File: src/rtl/eeprom_sequencer.sv
// Sequences Microwire-style EEPROM command lists (READ / WRITE / ERASE) onto an SPI engine,
// with per-wait timeouts and an idle window for the EEPROM internal program cycle.
module eeprom_sequencer #(
   parameter int WRITE_WAIT_CYCLES = 625000,
   parameter int TIMEOUT_CYCLES    = 8192
) (
   input  logic        clk,
   input  logic        rst,
   input  logic        req,
   input  logic [1:0]  req_op,
   input  logic [5:0]  req_addr,
   input  logic [15:0] req_wdata,
   output logic        busy,
   output logic        done,
   output logic        error,
   output logic [15:0] rdata,
   output logic [7:0]  cmd,
   output logic [15:0] data_in,
   output logic        start,
   input  logic        cs,
   input  logic [15:0] data_out
);

   localparam logic [1:0] REQ_READ  = 2'b00;
   localparam logic [1:0] REQ_WRITE = 2'b01;
   localparam logic [1:0] REQ_ERASE = 2'b10;
   localparam logic [1:0] REQ_RSVD  = 2'b11;

   localparam int MAX_WAIT = (WRITE_WAIT_CYCLES > TIMEOUT_CYCLES) ? WRITE_WAIT_CYCLES : TIMEOUT_CYCLES;
   localparam int CW       = $clog2(MAX_WAIT + 1);

   localparam logic [CW-1:0] TO_LAST  = CW'((TIMEOUT_CYCLES > 0) ? TIMEOUT_CYCLES - 1 : 0);
   localparam logic [CW-1:0] PW_LAST  = CW'((WRITE_WAIT_CYCLES > 0) ? WRITE_WAIT_CYCLES - 1 : 0);
   localparam logic [CW-1:0] CNT_MAX  = {CW{1'b1}};
   localparam logic [CW-1:0] CNT_ZERO = {CW{1'b0}};
   localparam logic [CW-1:0] CNT_ONE  = CW'(1);

   typedef enum logic [2:0] {
      IDLE       = 3'd0,
      ISSUE      = 3'd1,
      WAIT_CS_HI = 3'd2,
      WAIT_CS_LO = 3'd3,
      PROG_WAIT  = 3'd4,
      DONE       = 3'd5
   } state_t;

   state_t        state_r;
   state_t        next_state_s;
   logic [1:0]    op_r;
   logic [5:0]    addr_r;
   logic [15:0]   wdata_r;
   logic [1:0]    idx_r;
   logic [CW-1:0] cnt_r;

   logic [1:0]    nxt_op_s;
   logic [5:0]    nxt_addr_s;
   logic [15:0]   nxt_wdata_s;
   logic [1:0]    nxt_idx_s;
   logic          fail_s;
   logic          load_rdata_s;
   logic          issue_s;

   // Entry idx of the command list for a request: EWEN, program command, EWDS.
   function automatic logic [7:0] entry_cmd(input logic [1:0] op, input logic [5:0] addr,
                                            input logic [1:0] idx);
      logic [7:0] c;
      c = 8'h00;
      case (op)
         REQ_READ: c = {2'b10, addr};
         REQ_WRITE, REQ_ERASE: begin
            case (idx)
               2'd0:    c = 8'b0011_0000;
               2'd1:    c = {((op == REQ_WRITE) ? 2'b01 : 2'b11), addr};
               default: c = 8'h00;
            endcase
         end
         default: c = 8'h00;
      endcase
      return c;
   endfunction

   // Next-state and request/list bookkeeping.
   always_comb begin
      next_state_s = state_r;
      nxt_op_s     = op_r;
      nxt_addr_s   = addr_r;
      nxt_wdata_s  = wdata_r;
      nxt_idx_s    = idx_r;
      fail_s       = 1'b0;
      load_rdata_s = 1'b0;
      case (state_r)
         IDLE: begin
            if (req) begin
               next_state_s = ISSUE;
               nxt_op_s     = req_op;
               nxt_addr_s   = req_addr;
               nxt_wdata_s  = req_wdata;
               nxt_idx_s    = 2'd0;
            end else begin
               next_state_s = IDLE;
            end
         end
         ISSUE: begin
            if (op_r == REQ_RSVD) begin
               next_state_s = DONE;
               fail_s       = 1'b1;
            end else begin
               next_state_s = WAIT_CS_HI;
            end
         end
         WAIT_CS_HI: begin
            if (cs) begin
               next_state_s = WAIT_CS_LO;
            end else if (cnt_r == TO_LAST) begin
               next_state_s = DONE;
               fail_s       = 1'b1;
            end else begin
               next_state_s = WAIT_CS_HI;
            end
         end
         WAIT_CS_LO: begin
            if (!cs) begin
               if (op_r == REQ_READ) begin
                  load_rdata_s = 1'b1;
                  next_state_s = DONE;
               end else if (idx_r == 2'd2) begin
                  next_state_s = DONE;
               end else if (idx_r == 2'd1) begin
                  next_state_s = PROG_WAIT;
               end else begin
                  next_state_s = ISSUE;
                  nxt_idx_s    = idx_r + 2'd1;
               end
            end else if (cnt_r == TO_LAST) begin
               next_state_s = DONE;
               fail_s       = 1'b1;
            end else begin
               next_state_s = WAIT_CS_LO;
            end
         end
         PROG_WAIT: begin
            if (cnt_r == PW_LAST) begin
               next_state_s = ISSUE;
               nxt_idx_s    = 2'd2;
            end else begin
               next_state_s = PROG_WAIT;
            end
         end
         DONE:    next_state_s = IDLE;
         default: next_state_s = IDLE;
      endcase
   end

   // A reserved op passes through ISSUE without touching the SPI engine.
   assign issue_s = (next_state_s == ISSUE) && (nxt_op_s != REQ_RSVD);

   // State, counters and registered outputs.
   always_ff @(posedge clk) begin
      if (rst) begin
         state_r <= IDLE;
         op_r    <= 2'b00;
         addr_r  <= 6'd0;
         wdata_r <= 16'h0000;
         idx_r   <= 2'd0;
         cnt_r   <= CNT_ZERO;
         busy    <= 1'b0;
         done    <= 1'b0;
         error   <= 1'b0;
         rdata   <= 16'h0000;
         cmd     <= 8'h00;
         data_in <= 16'h0000;
         start   <= 1'b0;
      end else begin
         state_r <= next_state_s;
         op_r    <= nxt_op_s;
         addr_r  <= nxt_addr_s;
         wdata_r <= nxt_wdata_s;
         idx_r   <= nxt_idx_s;
         if (next_state_s != state_r) begin
            cnt_r <= CNT_ZERO;
         end else if (cnt_r != CNT_MAX) begin
            cnt_r <= cnt_r + CNT_ONE;
         end else begin
            cnt_r <= cnt_r;
         end
         busy  <= (next_state_s == ISSUE) || (next_state_s == WAIT_CS_HI) ||
                  (next_state_s == WAIT_CS_LO) || (next_state_s == PROG_WAIT);
         done  <= (next_state_s == DONE);
         error <= fail_s;
         start <= issue_s;
         if (load_rdata_s) begin
            rdata <= data_out;
         end
         // cmd/data_in only change on a new issue, so they hold through the whole SPI transfer.
         if (issue_s) begin
            cmd     <= entry_cmd(nxt_op_s, nxt_addr_s, nxt_idx_s);
            data_in <= ((nxt_op_s == REQ_WRITE) && (nxt_idx_s == 2'd1)) ? nxt_wdata_s : 16'h0000;
         end
      end
   end

endmodule

File: config.mk
export PLATFORM = sky130hd
export DESIGN_NAME = eeprom_sequencer
export DESIGN_NICKNAME = d
export VERILOG_FILES = /design/src/rtl/eeprom_sequencer.sv
export SDC_FILE = /design/constraint.sdc
export NUM_CORES = 1
export LEC_CHECK = 0
export CAP_MARGIN = 10
export CORE_AREA = 8 8 101 94
export CTS_CLUSTER_DIAMETER = 50
export CTS_CLUSTER_SIZE = 14
export DETAILED_ROUTE_END_ITERATION = 7
export DIE_AREA = 0 0 109 102
export PLACE_DENSITY = 0.83
export SYNTH_ARGS = -nofsm -noshare
export SYNTH_HDL_FRONTEND = slang
export SYNTH_SLANG_ARGS = --single-unit
File: constraint.sdc
create_clock -name clk -period 8.8 [get_ports clk]
set_clock_uncertainty 0.1 [all_clocks]
set_input_delay 1.76 -clock clk [delete_from_list [all_inputs] [get_ports clk]]
set_output_delay 1.76 -clock clk [all_outputs]
set_load 0.02 [all_outputs]
==> results of run 1 <==
[sequential cells by signal (all words and copies together), names as in the netlist, 2 cells and up]
name,flops
idx_r,2
cnt_r,20
addr_r,6
cmd,8
state_r,3
data_in,16
rdata,16
wdata_r,16
op_r,2
[tightest hold or removal path, stage by stage (launching register included)]
cell	delay [ns]
dfxtp_1	0.32
nand2_1	0.05
a21oi_1	0.05
[cells by family (layout without fill, tap and decap cells)]
kind of cell             Yosys count  in the layout
multiplexers                      35             35
AO/OA/AOI/OAI                     63             63
adder cells (fa/ha/maj)            8              8
AND/OR/NAND/NOR                  234            234
buffers and inverters             32            114
XOR/XNOR                          16             16
flip-flops                        93             93
[final timing paths]
kind | from | to | slack [ns] | cells past startpoint
worst max register to register | state_r[0] | cmd[0] | 4.81 | 8
worst max-delay path | req | cmd[0] | 3.47 | 9
worst min-delay path | rdata[4] | rdata[4] | 0.36 | 2
worst min register to register | rdata[4] | rdata[4] | 0.36 | 2
[power breakdown]
group | total [mW] | switching (mW) | internal, mW | leakage (nW)
clock network | 0.271 | 0.162 | 0.109 | 0.0927
logic | 0.174 | 0.0938 | 0.0803 | 0.997
registers | 0.459 | 0.0165 | 0.442 | 0.754
[layer usage]
metal | share of wire | vias up | routed length (µm)
li1 | - | 1777 | -
met1 | 0.44 | 1626 | 4118
met2 | 0.45 | 97 | 4223
met3 | 0.091 | 10 | 848
met4 | 0.014 | 0 | 133
met5 | 0 | - | 0
[cells in the final DEF, fill, tap and decap left out, drive strengths merged, types with 5 or more instances in the layout]
cell type / count
a21oi: 44
and3: 5
clkbuf: 9
clkdlybuf4s50: 86
dfxtp: 93
ha: 7
inv: 13
mux2i: 31
nand2: 95
nand2b: 26
nand3: 12
nand4: 6
nor2: 52
nor2b: 8
nor3: 6
o21ai: 8
xnor2: 8
xor2: 8
[layout make-up]
type	instances	area [µm²]	share of cell area
clock buffer	9	123.9	0.02396
clock inverter	7	62.56	0.01210
inverter	9	33.78	0.006534
multi-input combinational	356	2083	0.4030
sequential	93	1862	0.3601
tap	99	123.9	0.02396
timing repair buffer	89	880.8	0.1704
==> reports/metrics.cfg, run 1 <==
[status]
status=finished, final reports clean

[critical_path]
crit_slowest_cell=nor2_2
path_delay_family=simple AND/OR/NAND/NOR gates
path_buf_inv=3
crit_path_end_kind=register
crit_required_ns=8.96
path_max_fanout=24
worstPathCellList=clkdlybuf4s50_1 -> or3b_2 -> nor2_2 -> mux2i_1 -> inv_1 -> ha_1 -> nor4b_4 -> buf_4 -> mux2_2
cp-start-kind=input port
path_class=input port to register
max_stage_delay_ns=0.87
cp_data_arrival_time_ns=5.49

[floorplanning]
coreArea_um2=7796
rows=31
start_util=0.5224
die-area_um2=11120
die_h_um=102
ioPinCount=88
die_w_um=109

[cells_and_area]
fill_cells=631
nets=609
final_area_um2=5170
diodes=0
final_cells=662
area_growth_pct=26.94
utilization=0.6631
layout-drive-gt1-share=0.05684

[synthesis]
synth_compound_area_frac=0.08664
synth_largest_area_cell=dfxtp_1
synth_most_common_cell=nand2_1
synth_mux_area_frac=0.08725
yosys.area.top_type_share=0.4571
ys_types=45
synth_simple_gate_area_frac=0.2774
synth_fp_nets=532
synth_area_leaders=dfxtp_1 46%, nand2_1 8.8%, mux2i_1 7.6%, a21oi_1 5.3%, nor2_1 4.8%
synth_edf_count=0
synth_seq_cells=93
synthCells=481
syn_area_um2=4073
synthAdderAreaFrac=0.02396
yosysWarnings=0
synth_top_family_by_area=simple AND/OR/NAND/NOR gates
postSynthAreaPerCell_um2=8.467
async_reset_ff_frac=0
synthXorXnorAreaFrac=0.03441
synth_common_cells=95 x nand2_1, 93 x dfxtp_1, 52 x nor2_1, 43 x a21oi_1, 31 x mux2i_1
ys.flop_type=dfxtp_1
yosysSeqAreaShare=0.4571

[placement]
dp.cells=646
hpwlAfterDp_um=6530
place_area_um2=4984
post-place-ws_ns=3.059
place.gp.congestion=0.9025
numPortBuffers=87

[routing]
drc=0
vias_per_cell=5.302
wl_per_cell_um=14.08
postRouteAntennaNets=0
dr.pass1.iters=4
drtIter0Drc=147
wl_um=9323
num_vias=3510

[timing]
period_needed_ns=5.334
drv_slew=0
rsz0062_at_grt=false
worstMarginPinSlew_ns=1.143
final.setup.tns_ns=0
relSlewSlack=0.2374
hold_viol_final=0
holdWs_ns=0.3567
fmax_mhz=187.5
setup_ws_ns=3.466
finalSetupViolations=0
period_share=0.6062

[global_route]
gr-total-overflow=0
busiest_layer=met2
globalRouteMet2Util=0.2643
grt_util_all_layers=0.1707
grt_max_degree=74
grtUsageMet3=0.05864
grt_pass1_wl_um=15410
grt_use_met1=0.2132
grt_pass1_vias=3358
antenna_found_initial=0

[clock_network]
cts_hold_buf=0
cts_root_buf=clkbuf_8
cts_tree=yes
cts.clk_slew.worst_paths_ns=0.10
cts.sinks=93
clk_latency_ns=0.36
cts_resized=0
post_cts_buffers=0
cts_max_path_buffers=2
cts-buffers-inserted=9
htreeDepth=3

[power]
cellPowerDensity_nw_per_um2=174.8
power_mw=0.9037
vdd_ir_drop_max_v=0.0001217
p_leak_nw=1.844

[job]
max_cap_violations=0

[hold_path]
hold_class=register to register

(Power assumes the default switching activity.)
==> run 2: changes to the inputs <==
--- a/config.mk
+++ b/config.mk
@@ -6,12 +6,12 @@
 export NUM_CORES = 1
 export LEC_CHECK = 0
 export CAP_MARGIN = 10
-export CORE_AREA = 8 8 101 94
+export CORE_AREA = 8 8 104 96
 export CTS_CLUSTER_DIAMETER = 50
 export CTS_CLUSTER_SIZE = 14
 export DETAILED_ROUTE_END_ITERATION = 7
-export DIE_AREA = 0 0 109 102
-export PLACE_DENSITY = 0.83
+export DIE_AREA = 0 0 112 104
+export PLACE_DENSITY = 0.79
 export SYNTH_ARGS = -nofsm -noshare
 export SYNTH_HDL_FRONTEND = slang
 export SYNTH_SLANG_ARGS = --single-unit
==> constraint.sdc (replaced) <==
create_clock -name clk -period 5.2 [get_ports clk]
set_clock_uncertainty 0.1 [all_clocks]
set_input_delay 1.04 -clock clk [delete_from_list [all_inputs] [get_ports clk]]
set_output_delay 1.04 -clock clk [all_outputs]
set_load 0.02 [all_outputs]
==> reports/metrics.cfg, run 2 (synthesis results as in run 1) <==
[status]
status=finished, final reports clean

[cells_and_area]
mostFrequentLayoutCell=nand2_1
final_cells=669
layout-drive-gt1-share=0.06349
diodes=0
seq_area_um2=1862
largest_reg_flops=20
fill_cells=706
final_cell_mix=95 x nand2_1, 93 x dfxtp_1, 86 x clkdlybuf4s50_1, 51 x nor2_1, 43 x a21oi_1
utilization=0.6259
multi_input_area_um2=2083
regMostFlops=cnt_r
area_growth_pct=27.99
final_area_um2=5213
nets=613

[global_route]
grt_pass1_wl_um=15300
antenna_found_initial=0
gr-total-overflow=0
grt_max_degree=53
grt_util_all_layers=0.1581
grt_pass1_vias=3227

[floorplanning]
rows=32
die_w_um=112
die_h_um=104
die-area_um2=11650
coreArea_um2=8328
ioPinCount=88
start_util=0.4890

[timing]
setup_ws_ns=1.208
worstMarginPinSlew_ns=1.102
final.setup.tns_ns=0
period_needed_ns=3.992
holdWs_ns=0.3573
relSlewSlack=0.2584
finalSetupViolations=0
period_share=0.7678
hold_viol_final=0
drv_slew=0
rsz0062_at_grt=false
fmax_mhz=250.5

[hold_path]
hold_start=rdata[7]
worst_hold_path.num_cells=2
hold_class=register to register
holdPathEnd=rdata[7]

[critical_path]
crit_required_ns=5.35
cp_data_arrival_time_ns=4.14
crit_path_end_kind=register
r2r_slack_ns=1.86
r2r_cells=9
path_class=input port to register
regToRegEndpoint=cmd[0]
cp-start-kind=input port
path_max_fanout=24
reg2reg_from=state_r[0]

[power]
power_mw=1.543
vdd_ir_drop_max_v=0.0001743
p_leak_nw=1.863
cellPowerDensity_nw_per_um2=296.1

[placement]
place_area_um2=5017
numPortBuffers=87
place.gp.congestion=0.8944
hpwlAfterDp_um=6884
post-place-ws_ns=0.8329
dp.cells=653

[routing]
drtIter0Drc=178
wl_per_cell_um=14.25
num_vias=3511
vias_per_cell=5.248
drc=0
postRouteAntennaNets=0
dr.pass1.iters=4
wl_um=9532

[clock_network]
clk_latency_ns=0.36
cts_max_path_buffers=2
cts.sinks=93
cts_tree=yes
cts_root_buf=clkbuf_8
cts_resized=0
htreeDepth=3
cts-buffers-inserted=9
cts_hold_buf=0
post_cts_buffers=0
cts.clk_slew.worst_paths_ns=0.10

[job]
max_cap_violations=0

-- run 2: cell count changes in the layout (fill, tap and decap cells not counted) --
cell        change
inv_6           -3
clkinv_8        +1
inv_8           +1
clkinvlp_4      +1
buf_4           +4
-- run 2: layout make-up --
type	count	area share
Clock buffer	9	0.02376
Timing Repair Buffer	93	0.1747
Inverter	9	0.006481
Sequential cell	93	0.3572
Clock inverter	7	0.01368
Tap cell	102	0.02448
Multi-Input combinational cell	356	0.3997
-- run 2: worst max-delay path by stage --
stage | cells after the start | startpoint | slack (ns) | to
2_1_floorplan | 8 | req | 1.34 | cmd[0]
3_3_place_gp | 10 | req | 0.93 | cmd[0]
3_5_place_dp | 10 | req | 0.83 | cmd[0]
4_1_cts | 10 | req | 1.21 | cmd[0]
5_1_grt | 10 | req | 1.07 | cmd[2]
6_report | 10 | req | 1.21 | cmd[0]
-- run 2: layer usage --
metal	wire, µm	up-vias	track usage
met5	0	-	0
met4	90	0	0.05197
met3	793	10	0.06268
met2	4378	89	0.2572
met1	4269	1634	0.1862
li1	-	1778	-
-- run 2: report_power, final --
part	internal, mW	switching [mW]	total [mW]
Clock	0.186	0.280	0.466
Combinational	0.141	0.161	0.302
Sequential	0.748	0.0268	0.775
-- run 2: worst max-delay path, cell delays in order --
cell             delay [ns]
clkdlybuf4s50_1        0.50
or3b_2                 0.48
nor2_2                 0.11
buf_4                  0.23
mux2i_1                0.37
inv_1                  0.12
ha_1                   0.24
nor4b_4                0.27
buf_4                  0.40
mux2_2                 0.39
